**src/rtl/fifo_burst_reader_if.sv**
```systemverilog
`default_nettype none
// ============================================================================
//  Module      : fifo_burst_reader_if
//  Description : Wishbone B3 bus bundle between the FIFO burst reader
//                (master) and the frame-buffer memory port (slave).
//                Signal names keep the master-side _o/_i suffixes.
//  Ports       : wb_adr_o  32         byte address
//                wb_dat_o  DATA_SIZE  write data
//                wb_cyc_o  1          bus cycle in progress
//                wb_stb_o  1          beat strobe
//                wb_we_o   1          write enable
//                wb_sel_o  4          byte selects
//                wb_cti_o  3          cycle type (010 incr burst, 111 end)
//                wb_ack_i  1          slave acknowledge
//  Revision    : 1.0 - initial release
// ============================================================================
interface fifo_burst_reader_if #(
    parameter int DATA_SIZE = 32
);
    logic [31:0]          wb_adr_o;
    logic [DATA_SIZE-1:0] wb_dat_o;
    logic                 wb_cyc_o;
    logic                 wb_stb_o;
    logic                 wb_we_o;
    logic [3:0]           wb_sel_o;
    logic [2:0]           wb_cti_o;
    logic                 wb_ack_i;

    modport master (
        output wb_adr_o, wb_dat_o, wb_cyc_o, wb_stb_o, wb_we_o, wb_sel_o, wb_cti_o,
        input  wb_ack_i
    );

    modport slave (
        input  wb_adr_o, wb_dat_o, wb_cyc_o, wb_stb_o, wb_we_o, wb_sel_o, wb_cti_o,
        output wb_ack_i
    );
endinterface
`default_nettype wire

```
**src/rtl/fifo_burst_reader.sv**
```systemverilog
`default_nettype none
// ============================================================================
//  Module      : fifo_burst_reader
//  Description : Drains a FIFO in NB_PACK-word bursts and writes the words
//                to a frame buffer through a Wishbone B3 master. Word index
//                wraps every FRAME_WORDS words; the frame base address is
//                re-sampled each time the index is at (or wraps to) zero.
//  Ports       : clk                  clock, rising edge
//                nRST                 asynchronous active-low reset
//                fifo_data            FIFO head word
//                fifo_pack_available  FIFO holds more than NB_PACK words
//                fifo_r_ack           one-cycle pop pulse to FIFO
//                base_addr            frame buffer byte base (word aligned)
//                wb                   Wishbone master bundle
//                frame_done           (FRAME_IRQ_EN only) end-of-frame pulse
//  Options     : define FRAME_IRQ_EN to add the frame_done output.
//  Notes       : READ_LAT must be at least 1.
//  Revision    : 1.0 - initial release
// ============================================================================
module fifo_burst_reader #(
    parameter int DATA_SIZE   = 32,
    parameter int NB_PACK     = 16,
    parameter int FRAME_WORDS = 307200,
    parameter int READ_LAT    = 2
) (
    input  wire logic                 clk,
    input  wire logic                 nRST,
    input  wire logic [DATA_SIZE-1:0] fifo_data,
    input  wire logic                 fifo_pack_available,
    output logic                      fifo_r_ack,
    input  wire logic [31:0]          base_addr,
    fifo_burst_reader_if.master       wb
`ifdef FRAME_IRQ_EN
    ,
    output logic                      frame_done
`endif
);

    localparam int c_BEAT_W = (NB_PACK > 1) ? $clog2(NB_PACK) : 1;
    localparam int c_IDX_W  = (FRAME_WORDS > 1) ? $clog2(FRAME_WORDS) : 1;
    localparam int c_LAT_W  = $clog2(READ_LAT + 1);

    localparam logic [c_BEAT_W-1:0] c_LAST_BEAT = c_BEAT_W'(NB_PACK - 1);
    localparam logic [c_IDX_W-1:0]  c_LAST_IDX  = c_IDX_W'(FRAME_WORDS - 1);
    localparam logic [c_LAT_W-1:0]  c_LAST_LAT  = c_LAT_W'(READ_LAT - 1);

    typedef enum logic [1:0] {
        ST_IDLE   = 2'd0,
        ST_WAIT   = 2'd1,
        ST_STROBE = 2'd2
    } state_t;

    state_t                r_state;
    state_t                w_state_nxt;
    logic [c_LAT_W-1:0]    r_lat_cnt;
    logic [c_BEAT_W-1:0]   r_beat;
    logic [c_IDX_W-1:0]    r_word_idx;
    logic [31:0]           r_frame_base;
    logic [DATA_SIZE-1:0]  r_dat;

    logic                  w_start;
    logic                  w_ack_beat;
    logic                  w_wrap;
    logic                  w_last_beat;
    logic                  w_cyc;
    logic                  w_stb;
    logic [3:0]            w_sel;
    logic [2:0]            w_cti;
    logic [31:0]           w_adr;

    assign w_start     = (r_state == ST_IDLE) && fifo_pack_available;
    // Only an ack seen while strobing counts as a beat; stray acks are dropped.
    assign w_ack_beat  = (r_state == ST_STROBE) && wb.wb_ack_i;
    assign w_wrap      = w_ack_beat && (r_word_idx == c_LAST_IDX);
    assign w_last_beat = (r_beat == c_LAST_BEAT);
    assign w_adr       = r_frame_base + (32'(r_word_idx) << 2);

    // ------------------------------------------------------------------
    // FSM: state register
    // ------------------------------------------------------------------
    always_ff @(posedge clk or negedge nRST) begin
        if (!nRST) begin
            r_state <= ST_IDLE;
        end else begin
            r_state <= w_state_nxt;
        end
    end

    // ------------------------------------------------------------------
    // FSM: next state and bus outputs
    // ------------------------------------------------------------------
    always_comb begin
        w_state_nxt = r_state;
        w_cyc       = 1'b0;
        w_stb       = 1'b0;
        w_sel       = 4'h0;
        w_cti       = 3'b000;
        fifo_r_ack  = 1'b0;

        case (r_state)
            ST_IDLE: begin
                if (fifo_pack_available) begin
                    w_state_nxt = ST_WAIT;
                end
            end
            ST_WAIT: begin
                w_cyc = 1'b1;
                w_cti = w_last_beat ? 3'b111 : 3'b010;
                if (r_lat_cnt == c_LAST_LAT) begin
                    w_state_nxt = ST_STROBE;
                end
            end
            ST_STROBE: begin
                w_cyc = 1'b1;
                w_stb = 1'b1;
                w_sel = 4'hF;
                w_cti = w_last_beat ? 3'b111 : 3'b010;
                if (wb.wb_ack_i) begin
                    fifo_r_ack  = 1'b1;
                    w_state_nxt = w_last_beat ? ST_IDLE : ST_WAIT;
                end
            end
            default: begin
                w_state_nxt = ST_IDLE;
            end
        endcase
    end

    // ------------------------------------------------------------------
    // Datapath: latency counter, beat counter, word index, frame base
    // ------------------------------------------------------------------
    always_ff @(posedge clk or negedge nRST) begin
        if (!nRST) begin
            r_lat_cnt    <= '0;
            r_beat       <= '0;
            r_word_idx   <= '0;
            r_frame_base <= 32'h0;
            r_dat        <= '0;
        end else begin
            // Counts only while in WAIT, so every WAIT visit starts from 0.
            if (r_state == ST_WAIT) begin
                r_lat_cnt <= r_lat_cnt + c_LAT_W'(1);
                if (r_lat_cnt == c_LAST_LAT) begin
                    r_dat <= fifo_data;
                end
            end else begin
                r_lat_cnt <= '0;
            end

            if (w_start) begin
                r_beat <= '0;
                if (r_word_idx == '0) begin
                    r_frame_base <= base_addr;
                end
            end

            if (w_ack_beat) begin
                r_beat <= r_beat + c_BEAT_W'(1);
                if (w_wrap) begin
                    // Wrap may land mid-burst: the burst continues at the
                    // freshly sampled base address.
                    r_word_idx   <= '0;
                    r_frame_base <= base_addr;
                end else begin
                    r_word_idx <= r_word_idx + c_IDX_W'(1);
                end
            end
        end
    end

`ifdef FRAME_IRQ_EN
    logic r_frame_done;

    always_ff @(posedge clk or negedge nRST) begin
        if (!nRST) begin
            r_frame_done <= 1'b0;
        end else begin
            r_frame_done <= w_wrap;
        end
    end

    assign frame_done = r_frame_done;
`endif

    assign wb.wb_adr_o = w_adr;
    assign wb.wb_dat_o = r_dat;
    assign wb.wb_cyc_o = w_cyc;
    assign wb.wb_stb_o = w_stb;
    assign wb.wb_we_o  = w_stb;
    assign wb.wb_sel_o = w_sel;
    assign wb.wb_cti_o = w_cti;

endmodule
`default_nettype wire

```
**src/flat_wrapper.sv**
```systemverilog
// flat-port wrapper written by rule: the top's interface ports become plain ports
module fifo_burst_reader_flat 
#(
    parameter int DATA_SIZE   = 32,
    parameter int NB_PACK     = 16,
    parameter int FRAME_WORDS = 307200,
    parameter int READ_LAT    = 2
)
  (clk, nRST, fifo_data, fifo_pack_available, fifo_r_ack, base_addr, wb_wb_adr_o, wb_wb_dat_o, wb_wb_cyc_o, wb_wb_stb_o, wb_wb_we_o, wb_wb_sel_o, wb_wb_cti_o, wb_wb_ack_i);
  fifo_burst_reader_if #(.DATA_SIZE(DATA_SIZE)) wb_i ();
  input  wire logic clk;
  input  wire logic nRST;
  input  wire logic [DATA_SIZE-1:0] fifo_data;
  input  wire logic fifo_pack_available;
  output logic fifo_r_ack;
  input  wire logic [31:0] base_addr;
  output wire logic [$bits(wb_i.wb_adr_o)-1:0] wb_wb_adr_o;
  output wire logic [$bits(wb_i.wb_dat_o)-1:0] wb_wb_dat_o;
  output wire logic [$bits(wb_i.wb_cyc_o)-1:0] wb_wb_cyc_o;
  output wire logic [$bits(wb_i.wb_stb_o)-1:0] wb_wb_stb_o;
  output wire logic [$bits(wb_i.wb_we_o)-1:0] wb_wb_we_o;
  output wire logic [$bits(wb_i.wb_sel_o)-1:0] wb_wb_sel_o;
  output wire logic [$bits(wb_i.wb_cti_o)-1:0] wb_wb_cti_o;
  input wire logic [$bits(wb_i.wb_ack_i)-1:0] wb_wb_ack_i;
  assign wb_wb_adr_o = wb_i.wb_adr_o;
  assign wb_wb_dat_o = wb_i.wb_dat_o;
  assign wb_wb_cyc_o = wb_i.wb_cyc_o;
  assign wb_wb_stb_o = wb_i.wb_stb_o;
  assign wb_wb_we_o = wb_i.wb_we_o;
  assign wb_wb_sel_o = wb_i.wb_sel_o;
  assign wb_wb_cti_o = wb_i.wb_cti_o;
  assign wb_i.wb_ack_i = wb_wb_ack_i;
  fifo_burst_reader #(.DATA_SIZE(DATA_SIZE), .NB_PACK(NB_PACK), .FRAME_WORDS(FRAME_WORDS), .READ_LAT(READ_LAT)) u_core (.clk(clk), .nRST(nRST), .fifo_data(fifo_data), .fifo_pack_available(fifo_pack_available), .fifo_r_ack(fifo_r_ack), .base_addr(base_addr), .wb(wb_i));
endmodule
```
**config.mk**
```make
export PLATFORM = sky130hd
export DESIGN_NAME = fifo_burst_reader_flat
export DESIGN_NICKNAME = d
export VERILOG_FILES = /design/src/rtl/fifo_burst_reader_if.sv /design/src/rtl/fifo_burst_reader.sv /design/src/flat_wrapper.sv
export SDC_FILE = /design/constraint.sdc
export NUM_CORES = 1
export LEC_CHECK = 0
export BUFFER_PORTS_ARGS = -buffer_cell sky130_fd_sc_hd__buf_2
export CORE_MARGIN = 8
export CORE_UTILIZATION = 38
export CTS_BUF_LIST = sky130_fd_sc_hd__clkbuf_8
export CTS_CLUSTER_DIAMETER = 80
export DETAILED_ROUTE_END_ITERATION = 10
export SYNTH_ARGS = -nofsm -noshare
export SYNTH_HDL_FRONTEND = slang
export SYNTH_SLANG_ARGS = --single-unit
```
**constraint.sdc**
```tcl
create_clock -name clk -period 2.55 [get_ports clk]
set_input_delay 0.3825 -clock clk [delete_from_list [all_inputs] [get_ports clk]]
set_output_delay 0.3825 -clock clk [all_outputs]
set_load 0.02 [all_outputs]
```
==> flow_summary_export.csv, run 1 <==
group,metric,value,unit
sta,timing_hold_violations_final,0,
clock_tree,path_clk_slew,0.10,ns
sta,layout_setup_ws,-0.5099,ns
critical_path,worstPathMaxFanout,4,
power,power_density,660.2,nW/um^2
critical_path,required,2.17,ns
power,swShare,0.3835,
finish,final_common_cell,"buf_2",
global_route,busiest_layer,"met2",
sta,finalSetupViolations,22,
clock_tree,clock-root-buffer,"clkbuf_8",
synthesis,syn_nets,557,
synthesis,synth_seq_cells,91,
critical_path,criticalPathCategory,"flip-flop to primary output",
sta,min_period,3.060,ns
synthesis,synthAdderAreaFrac,0.06965,
synthesis,async_flop_share,1.000,
drt,num_vias,4297,
synthesis,synth_warnings,0,
synthesis,synth-xor-area-share,0.07331,
clock_tree,cts.sinks,91,
drt,drc,0,
finish,area_growth_syn_to_layout,42.45,%
sta,finClkSkew,0.01048,ns
finish,fillers,1187,
sta,slew_headroom,0.6769,
min_path,holdCritPathClass,"primary input to flip-flop",
drt,ant_nets,0,
global_route,grt_usage,0.1629,
global_route,grt_pass1_vias,4802,
sta,tightest_slew,0.4780,ns
clock_tree,worstSkewPairLatency,0.38,ns
synthesis,yosysSeqAreaShare,0.4433,
floorplan,die_area,17500,sq um
global_route,grtUsageMet3,0.04954,
sta,slew_violations,0,
power,intPower,2.979,mW
synthesis,synthMuxAreaShare,0.1622,
finish,layout-drive-gt1-share,0.5386,
finish,n_antenna_cell,0,
sta,fmax,326.8,MHz
placement,gp_congestion,0.8392,
floorplan,die_x,132.3,um
synthesis,synth_compound_area_frac,0.1020,
synthesis,postSynthCellCount,461,
drt,wl_per_cell,16.37,um
global_route,grt_util_met1,0.1937,
clock_tree,cts_tree,"built",
critical_path,critPathArrivalTime,2.68,ns
global_route,overflow,0,
synthesis,synth-edff-count,0,
status,violations,"setup timing",
synthesis,yosys.area_share.simple,0.1115,
power,pwr-share-clk,0.194,
drt,vias_per_cell,4.979,
synthesis,syn-cell-area,5137,sq um
critical_path,critPathLaunchType,"flip-flop",
placement,port_buffers,142,
global_route,met2_usage,0.2781,
global_route,grt_max_degree,36,
floorplan,start_util,0.3879,
floorplan,io_pins,143,
sta,fin_setup_tns,-6.902,ns
global_route,grt_pass1_wl,23560,um
clock_tree,cts_buffers,9,
power,p_comb_frac,0.395,
job,maxCapViolCount,0,
status,outcome,"finished, violations left",
critical_path,cp-end-kind,"primary output",
finish,multi_input_area,3100,sq um
power,p_leak,3.698,nW
synthesis,synth_top_family_by_area,"multiplexers",
sta,period_share,1.200,
finish,final_net_count,778,
clock_tree,clockBufferDepth,2,
placement,dp_hpwl,10480,um
floorplan,fp-row-count,42,
drt,routed_wl,14130,um
floorplan,coreArea,13240,sq um
finish,seqCellArea,2278,sq um
synthesis,synth-main-ff-cell,"dfrtp_1",
power,p_seq_frac,0.411,
drt,drt-initial-drc-count,154,
sta,fin_hold_ws,0.2260,ns
synthesis,syn_avg_cell_area,11.14,sq um
power,net-switching-power,1.853,mW
placement,dpl_cell_area,6530,sq um
drt,drt_pass1_iterations,4,
power,vdd_drop_max,0.0006204,V
finish,layout_common_cells,"117 x buf_2, 100 x buf_4, 90 x dfrtp_1",
synthesis,synth_cell_type_count,53,
clock_tree,h-tree-depth,3,
finish,design_area,7318,sq um
sta,rsz0062_at_grt,"true",
floorplan,die_h,132.3,um
global_route,antenna_found_initial,1,
-- sequential cells by signal, indices dropped and copies added (netlist names) --
register	flops
u_core.wb.wb_dat_o	32
u_core.r_frame_base	32
u_core.r_word_idx	19
u_core.r_beat	4
u_core.r_state	2
u_core.r_lat_cnt	2
-- path summary, 6_finish.rpt --
kind,to,cells after the start,startpoint,slack (ns)
worst max-delay path,wb_wb_adr_o[24],12,u_core.r_word_idx[0],-0.51
worst min-delay path,u_core.r_frame_base[23],2,base_addr[23],0.23
worst max register to register,u_core.r_frame_base[8],7,u_core.r_word_idx[9],0.09
worst min register to register,u_core.r_lat_cnt[0],1,u_core.r_lat_cnt[0],0.45
max in group asynchronous,u_core.wb.wb_dat_o[12],3,nRST,1.29
min in group asynchronous,u_core.wb.wb_dat_o[21],2,nRST,0.49
-- metal layers --
layer / up-vias / wire length, um
li1: 2066 / -
met2: 109 / 7204
met3: 15 / 678
met5: - / 8
met4: 2 / 161
met1: 2105 / 6073
-- power groups by stage --
stage	registers [mW]	clock network [mW]	logic (mW)
floorplan	2.32	0	0.870
global placement	1.98	0	1.83
detailed placement	1.98	0	1.89
CTS	1.97	0.992	1.90
global route	2.03	1.05	2.08
finish	1.98	0.939	1.91
-- metrics by stage --
stage            util  total power [mW]  setup WS [ns]  instances
5_1_grt        0.5526             5.159        -0.6380        863
6_report       0.5526             4.832        -0.5099        863
2_1_floorplan       -             3.190        -0.1021        461
3_3_place_gp   0.4931             3.811        -0.1700        829
3_5_place_dp   0.4931             3.870        -0.1803        829
4_1_cts        0.5373             4.870        -0.5415        853
-- cell type report --
| cell class | count | area share |
|---|---|---|
| repair buffers | 229 | 0.2009 |
| clock buffers | 9 | 0.01693 |
| multi-input cells | 333 | 0.4237 |
| inverters | 18 | 0.009232 |
| clock inverters | 7 | 0.007865 |
| flip-flops and latches | 91 | 0.3113 |
| well taps | 176 | 0.03009 |
-- cells by family (layout without fill, tap and decap cells) --
kind of cell	count (synthesis)	in the layout
muxes	64	64
DFF	91	91
adders and majority gates	28	28
buffers and inverters	37	263
and+or+nand+nor	115	115
AOI/OAI and AO/OA	83	83
xor gates and xnor gates	43	43
-- critical path, stage by stage (launching register included) --
cell and delay (ns):
dfrtp_1 0.40, ha_4 0.16, inv_2 0.03, fa_2 0.36, nor2b_4 0.14, o2111ai_2 0.13
a21oi_2 0.16, buf_6 0.13, o211ai_1 0.15, buf_4 0.18, a21oi_2 0.12, xor2_1 0.17
buf_4 0.16
-- synthesized netlist by cell type, types with 4 or more instances --
master / n / share of area
a211oi_1: 4 / 0.0058
a21o_1: 8 / 0.012
a21oi_1: 27 / 0.026
buf_4: 9 / 0.013
clkbuf_1: 4 / 0.0029
dfrtp_1: 91 / 0.44
ha_1: 27 / 0.066
inv_1: 17 / 0.012
mux2_2: 34 / 0.075
mux2_4: 30 / 0.088
nand2_1: 34 / 0.025
nand3_1: 9 / 0.0088
nand4_1: 13 / 0.016
nor2_1: 28 / 0.020
nor2b_1: 6 / 0.0073
o2111ai_1: 4 / 0.0068
o21ai_0: 22 / 0.021
xnor2_1: 24 / 0.041
xor2_1: 19 / 0.032
-- what timing repair did --
item	CTS	global route
setup endpoints to repair	23	25
setup buffers	8	10
hold buffers	1	0
pin swaps	32	21
hold endpoints to repair	33	0
resized for setup	82	22
No activity file was read; power rests on OpenSTA's default activity.
==> inputs of run 2 (changes only) <==
- CELL_PAD_IN_SITES_DETAIL_PLACEMENT: default -> 0
- CELL_PAD_IN_SITES_GLOBAL_PLACEMENT: default -> 2
- CORE_UTILIZATION: 38 -> 34
- PLACE_DENSITY_LB_ADDON: default -> 0.1
- clock period: 2.55 -> 3.2 ns (I/O delays scaled with it)
==> flow_summary_export.csv, run 2 (synthesis gave the netlist of run 1 again) <==
group,metric,value,unit
critical_path,critPathArrivalTime,2.69,ns
finish,layout_common_cells,"135 x buf_2, 83 x dfrtp_1, 34 x nand2_1, 34 x mux2_2, 34 x buf_4",
finish,layout-drive-gt1-share,0.4722,
floorplan,coreArea,14980,sq um
critical_path,required,2.72,ns
placement,dp_cells,788,
floorplan,die_h,138.9,um
drt,drt-initial-drc-count,126,
clock_tree,cts_buffers,9,
sta,finClkSkew,0.01281,ns
sta,fin_setup_tns,0,ns
finish,area_growth_syn_to_layout,29.49,%
power,total_power,3.834,mW
sta,slew_headroom,0.2235,
power,vdd_drop_max,0.0004096,V
finish,final_common_cell,"buf_2",
floorplan,die_x,138.9,um
placement,port_buffers,142,
placement,dp_hpwl,10250,um
power,p_leak,3.342,nW
drt,drt_pass1_iterations,4,
finish,fin_cells,818,
critical_path,criticalPathCategory,"flip-flop to primary output",
global_route,overflow,0,
floorplan,io_pins,143,
drt,wl_per_cell,16.92,um
critical_path,critPathMaxStageDelay,0.37,ns
drt,routed_wl,13840,um
status,outcome,"finished clean",
global_route,grt_pass1_wl,22270,um
placement,gp_congestion,0.7511,
global_route,antenna_found_initial,1,
critical_path,critPathLaunchType,"flip-flop",
drt,ant_nets,0,
clock_tree,h-tree-depth,3,
sta,slew_violations,0,
sta,tightest_slew,1.161,ns
floorplan,die_area,19300,sq um
power,power_density,576.3,nW/um^2
sta,min_period,3.174,ns
clock_tree,worstSkewPairLatency,0.38,ns
floorplan,fp-row-count,45,
global_route,grt_usage,0.1434,
finish,final_net_count,720,
clock_tree,path_clk_slew,0.10,ns
sta,fmax,315.1,MHz
sta,timing_hold_violations_final,0,
critical_path,cp-end-kind,"primary output",
drt,vias_per_cell,4.932,
critical_path,critPathSlowestCell,"dfrtp_1",
sta,rsz0062_at_grt,"true",
clock_tree,clockBufferDepth,2,
clock_tree,cts_tree,"built",
critical_path,path_common_cell,"o2111ai_4",
drt,num_vias,4034,
min_path,holdCritPathClass,"primary input to async pin",
drt,drc,0,
critical_path,worstPathMaxFanout,5,
job,maxCapViolCount,0,
sta,finalSetupViolations,0,
clock_tree,clock-root-buffer,"clkbuf_8",
global_route,grt_max_degree,92,
clock_tree,cts_hold_buf,0,
global_route,grt_pass1_vias,4306,
sta,period_share,0.9918,
floorplan,start_util,0.3430,
critical_path,path_cells,"ha_2 > inv_2 > fa_2 > nor2b_4 > o2111ai_4 > a21oi_2 > buf_6 > o2111ai_4 > a211oi_2 > xor2_1 > buf_4",
clock_tree,cts.sinks,91,
==> run 2: changes by cell type in the layout (fill, tap and decap cells not counted), sizes merged <==
cell         previous run  this run
dlygate4sd3             1         0
clkinvlp                1         0
clkinv                  1         5
inv                    23        20
diode                   0         1
buf                   228       171
==> run 2: repair_timing <==
item / CTS / global route
pin swaps: 10 / 13
gates resized for setup: 25 / 36
setup endpoints to repair: 15 / 16
hold endpoints to repair: 0 / 0
setup buffers: 4 / 9
==> run 2: path summary, 6_finish.rpt <==
| kind | startpoint | end | cells past startpoint | slack [ns] |
|---|---|---|---|---|
| worst max-delay path | u_core.r_frame_base[2] | wb_wb_adr_o[30] | 11 | 0.03 |
| worst min-delay path | nRST | u_core.r_beat[3] | 2 | 0.13 |
| worst max register to register | u_core.r_word_idx[7] | u_core.r_frame_base[5] | 6 | 0.26 |
| worst min register to register | u_core.r_lat_cnt[0] | u_core.r_lat_cnt[0] | 1 | 0.44 |
| max in group asynchronous | nRST | u_core.r_word_idx[8] | 2 | 2.67 |
| min in group clk | base_addr[21] | u_core.r_frame_base[21] | 2 | 0.31 |
==> run 2: cell type report <==
cell class / count / area (sq um)
flip-flops and latches: 91 / 2287
clock inverters: 7 / 70.07
diodes: 1 / 2.502
multi-input cells: 333 / 2904
clock buffers: 9 / 123.9
repair buffers: 171 / 962.2
well taps: 188 / 235.2
inverters: 18 / 67.56
fillers: 1467 / 8324
==> run 2: where the power goes <==
| group | internal [mW] | leakage (nW) | switching, mW |
|---|---|---|---|
| logic | 0.617 | 2.07 | 0.852 |
| registers | 1.42 | 1.17 | 0.153 |
| clock network | 0.304 | 0.100 | 0.485 |
| total | 2.34 | 3.34 | 1.49 |
==> run 2: critical path: cells and delay by family (launching register included) <==
kind | cells | cell delay [ns]
and+or+nand+nor | 1 | 0.17
xor gates and xnor gates | 1 | 0.17
buffers and inverters | 3 | 0.34
adders and majority gates | 2 | 0.56
DFF | 1 | 0.37
AOI/OAI and AO/OA | 4 | 0.69
==> run 2: metrics by stage <==
step	hold slack, ns	utilization	cell area, sq um	setup WS (ns)
after detailed placement	0.4261	0.4074	6102	0.1532
after CTS	0.1389	0.4298	6437	-0.06290
final	0.1265	0.4442	6653	0.02623
after global placement	0.4216	0.4074	6102	0.1360
after floorplan	0.1844	-	5137	0.2277
after global routing	0.1409	0.4442	6653	-0.1683
==> run 2: per-layer routing <==
layer	routed length, um	vias up	global-route usage
met5	0	-	0
met4	172	0	0.03986
met3	786	21	0.05439
met2	6565	113	0.2324
met1	6318	1933	0.1746
li1	-	1967	-
==> inputs of run 3 (changes only) <==
- SETUP_SLACK_MARGIN: default -> 0.3
==> flow_summary_export.csv, run 3 (synthesis gave the netlist of run 1 again) <==
group,metric,value,unit
power,p_leak,3.432,nW
finish,final_common_cell,"buf_2",
critical_path,critPathMaxStageDelay,0.37,ns
drt,drt_pass1_iterations,4,
placement,port_buffers,142,
finish,multi_input_area,3105,sq um
clock_tree,path_clk_slew,0.11,ns
sta,min_period,3.205,ns
placement,gp_congestion,0.7598,
placement,dp_cells,787,
floorplan,start_util,0.3430,
sta,fmax,312.0,MHz
status,outcome,"finished, violations left",
global_route,grt_pass1_wl,22800,um
critical_path,worstPathMaxFanout,5,
sta,finClkSkew,0.01318,ns
critical_path,r2r_setup_slack,0.63,ns
clock_tree,h-tree-depth,3,
floorplan,fp-row-count,45,
finish,layout_common_cells,"125 x buf_2, 79 x dfrtp_1, 50 x buf_4",
power,power_density,551.4,nW/um^2
critical_path,critPathSlowestCell,"dfrtp_1",
critical_path,required,2.72,ns
drt,wl_per_cell,16.79,um
global_route,grt_pass1_vias,4529,
clock_tree,cts_tree,"built",
sta,finalSetupViolations,2,
sta,rsz0062_at_grt,"true",
critical_path,criticalPathCategory,"flip-flop to primary output",
finish,fin_cells,829,
drt,ant_nets,0,
floorplan,coreArea,14980,sq um
critical_path,r2r_cells,7,
drt,vias_per_cell,4.919,
finish,fillers,1461,
job,maxCapViolCount,0,
min_path,holdCritPathClass,"primary input to async pin",
power,vdd_drop_max,0.0004065,V
clock_tree,cts.sinks,91,
sta,tightest_slew,0.6843,ns
finish,layout-drive-gt1-share,0.5188,
sta,slew_headroom,0.5403,
floorplan,die_area,19300,sq um
critical_path,critical_path.top_delay_family,"compound AO/OA/AOI/OAI gates",
clock_tree,worstSkewPairLatency,0.38,ns
finish,seqCellArea,2292,sq um
clock_tree,cts_buffers,9,
floorplan,io_pins,143,
global_route,overflow,0,
clock_tree,clock-root-buffer,"clkbuf_8",
critical_path,worst-path-buf-inv,3,
critical_path,cp-end-kind,"primary output",
drt,drt-initial-drc-count,114,
critical_path,critPathLaunchType,"flip-flop",
status,violations,"setup timing",
sta,slew_violations,0,
floorplan,die_x,138.9,um
sta,layout_setup_ws,-0.005047,ns
critical_path,path_cells,"ha_2 > inv_2 > fa_2 > nor2b_4 > o2111ai_4 > a21oi_2 > buf_6 > o21ai_0 > and3_1 > a311oi_2 > buf_4",
finish,design_area,7004,sq um
global_route,antenna_found_initial,1,
global_route,grt_usage,0.1459,
floorplan,die_h,138.9,um
clock_tree,clockBufferDepth,2,
placement,dpl_cell_area,6101,sq um
sta,timing_hold_violations_final,0,
placement,dp_hpwl,10180,um
finish,final_core_util,0.4677,
finish,final_net_count,731,
critical_path,r2r_start,"u_core.r_state[0]",
sta,period_share,1.002,
drt,drc,0,
critical_path,r2r-end,"u_core.r_word_idx[15]",
drt,routed_wl,13920,um
drt,num_vias,4078,
global_route,grt_max_degree,92,
critical_path,critPathArrivalTime,2.73,ns
finish,area_growth_syn_to_layout,36.34,%
==> run 3: what timing repair did <==
item,4_1_cts,5_1_grt
resized for setup,85,27
pin swaps,27,16
endpoints found under the setup margin,32,32
buffers inserted,15,10
hold buffers,0,0
cloned,0,0
==> run 3: how the worst max path moves through the flow <==
stage / end / cells past startpoint / from / slack (ns)
6_report: wb_wb_adr_o[18] / 11 / u_core.r_word_idx[0] / -0.005
3_5_place_dp: wb_wb_adr_o[30] / 11 / u_core.r_frame_base[2] / 0.13
3_3_place_gp: wb_wb_adr_o[30] / 11 / u_core.r_frame_base[2] / 0.15
4_1_cts: wb_wb_adr_o[30] / 11 / u_core.r_word_idx[0] / -0.09
5_1_grt: wb_wb_adr_o[30] / 11 / u_core.r_frame_base[2] / -0.17
2_1_floorplan: wb_wb_adr_o[30] / 9 / u_core.r_word_idx[0] / 0.30
==> run 3: worst reg2reg max path: cells and delay by family, from the launching register on <==
kind                     cells  cell delay, ns
AND/OR/NAND/NOR              4            1.53
flip-flops                   1            0.42
adder cells (fa/ha/maj)      1            0.28
AO/OA/AOI/OAI                1            0.15
buffers and inverters        1            0.11
==> run 3: layout make-up <==
type | instances | share of cell area
tap | 188 | 0.03358
clock inverter | 7 | 0.01143
sequential | 91 | 0.3273
timing repair buffer | 182 | 0.1567
clock buffer | 9 | 0.01768
antenna | 1 | 0.0003573
multi-input combinational | 333 | 0.4434
inverter | 18 | 0.009646
==> run 3: routing by layer <==
metal  vias to the layer above  GRT usage  share of wire  wire (um)
met1                      1963     0.1735           0.45       6245
met3                        20    0.04888          0.054        755
met4                         0    0.05142          0.020        284
li1                       1977          -              -          -
met5                         -          0              0          0
met2                       118     0.2415           0.48       6632
==> run 3: where the power goes <==
part | leakage (nW) | switching (mW) | internal (mW) | total [mW]
logic | 2.17 | 0.856 | 0.620 | 1.48
clock network | 0.0994 | 0.502 | 0.311 | 0.813
registers | 1.16 | 0.153 | 1.42 | 1.57
==> run 3: through the flow <==
step	worst slack (ns)	total power, mW	hold WS (ns)	setup TNS, ns
floorplan	0.3009	2.538	0.1844	0
global placement	0.1458	3.001	0.4213	0
detailed placement	0.1293	3.029	0.4359	0
CTS	-0.08609	3.926	0.1369	-0.1972
global route	-0.1745	4.120	0.1546	-0.8272
finish	-0.005047	3.862	0.1281	-0.009123
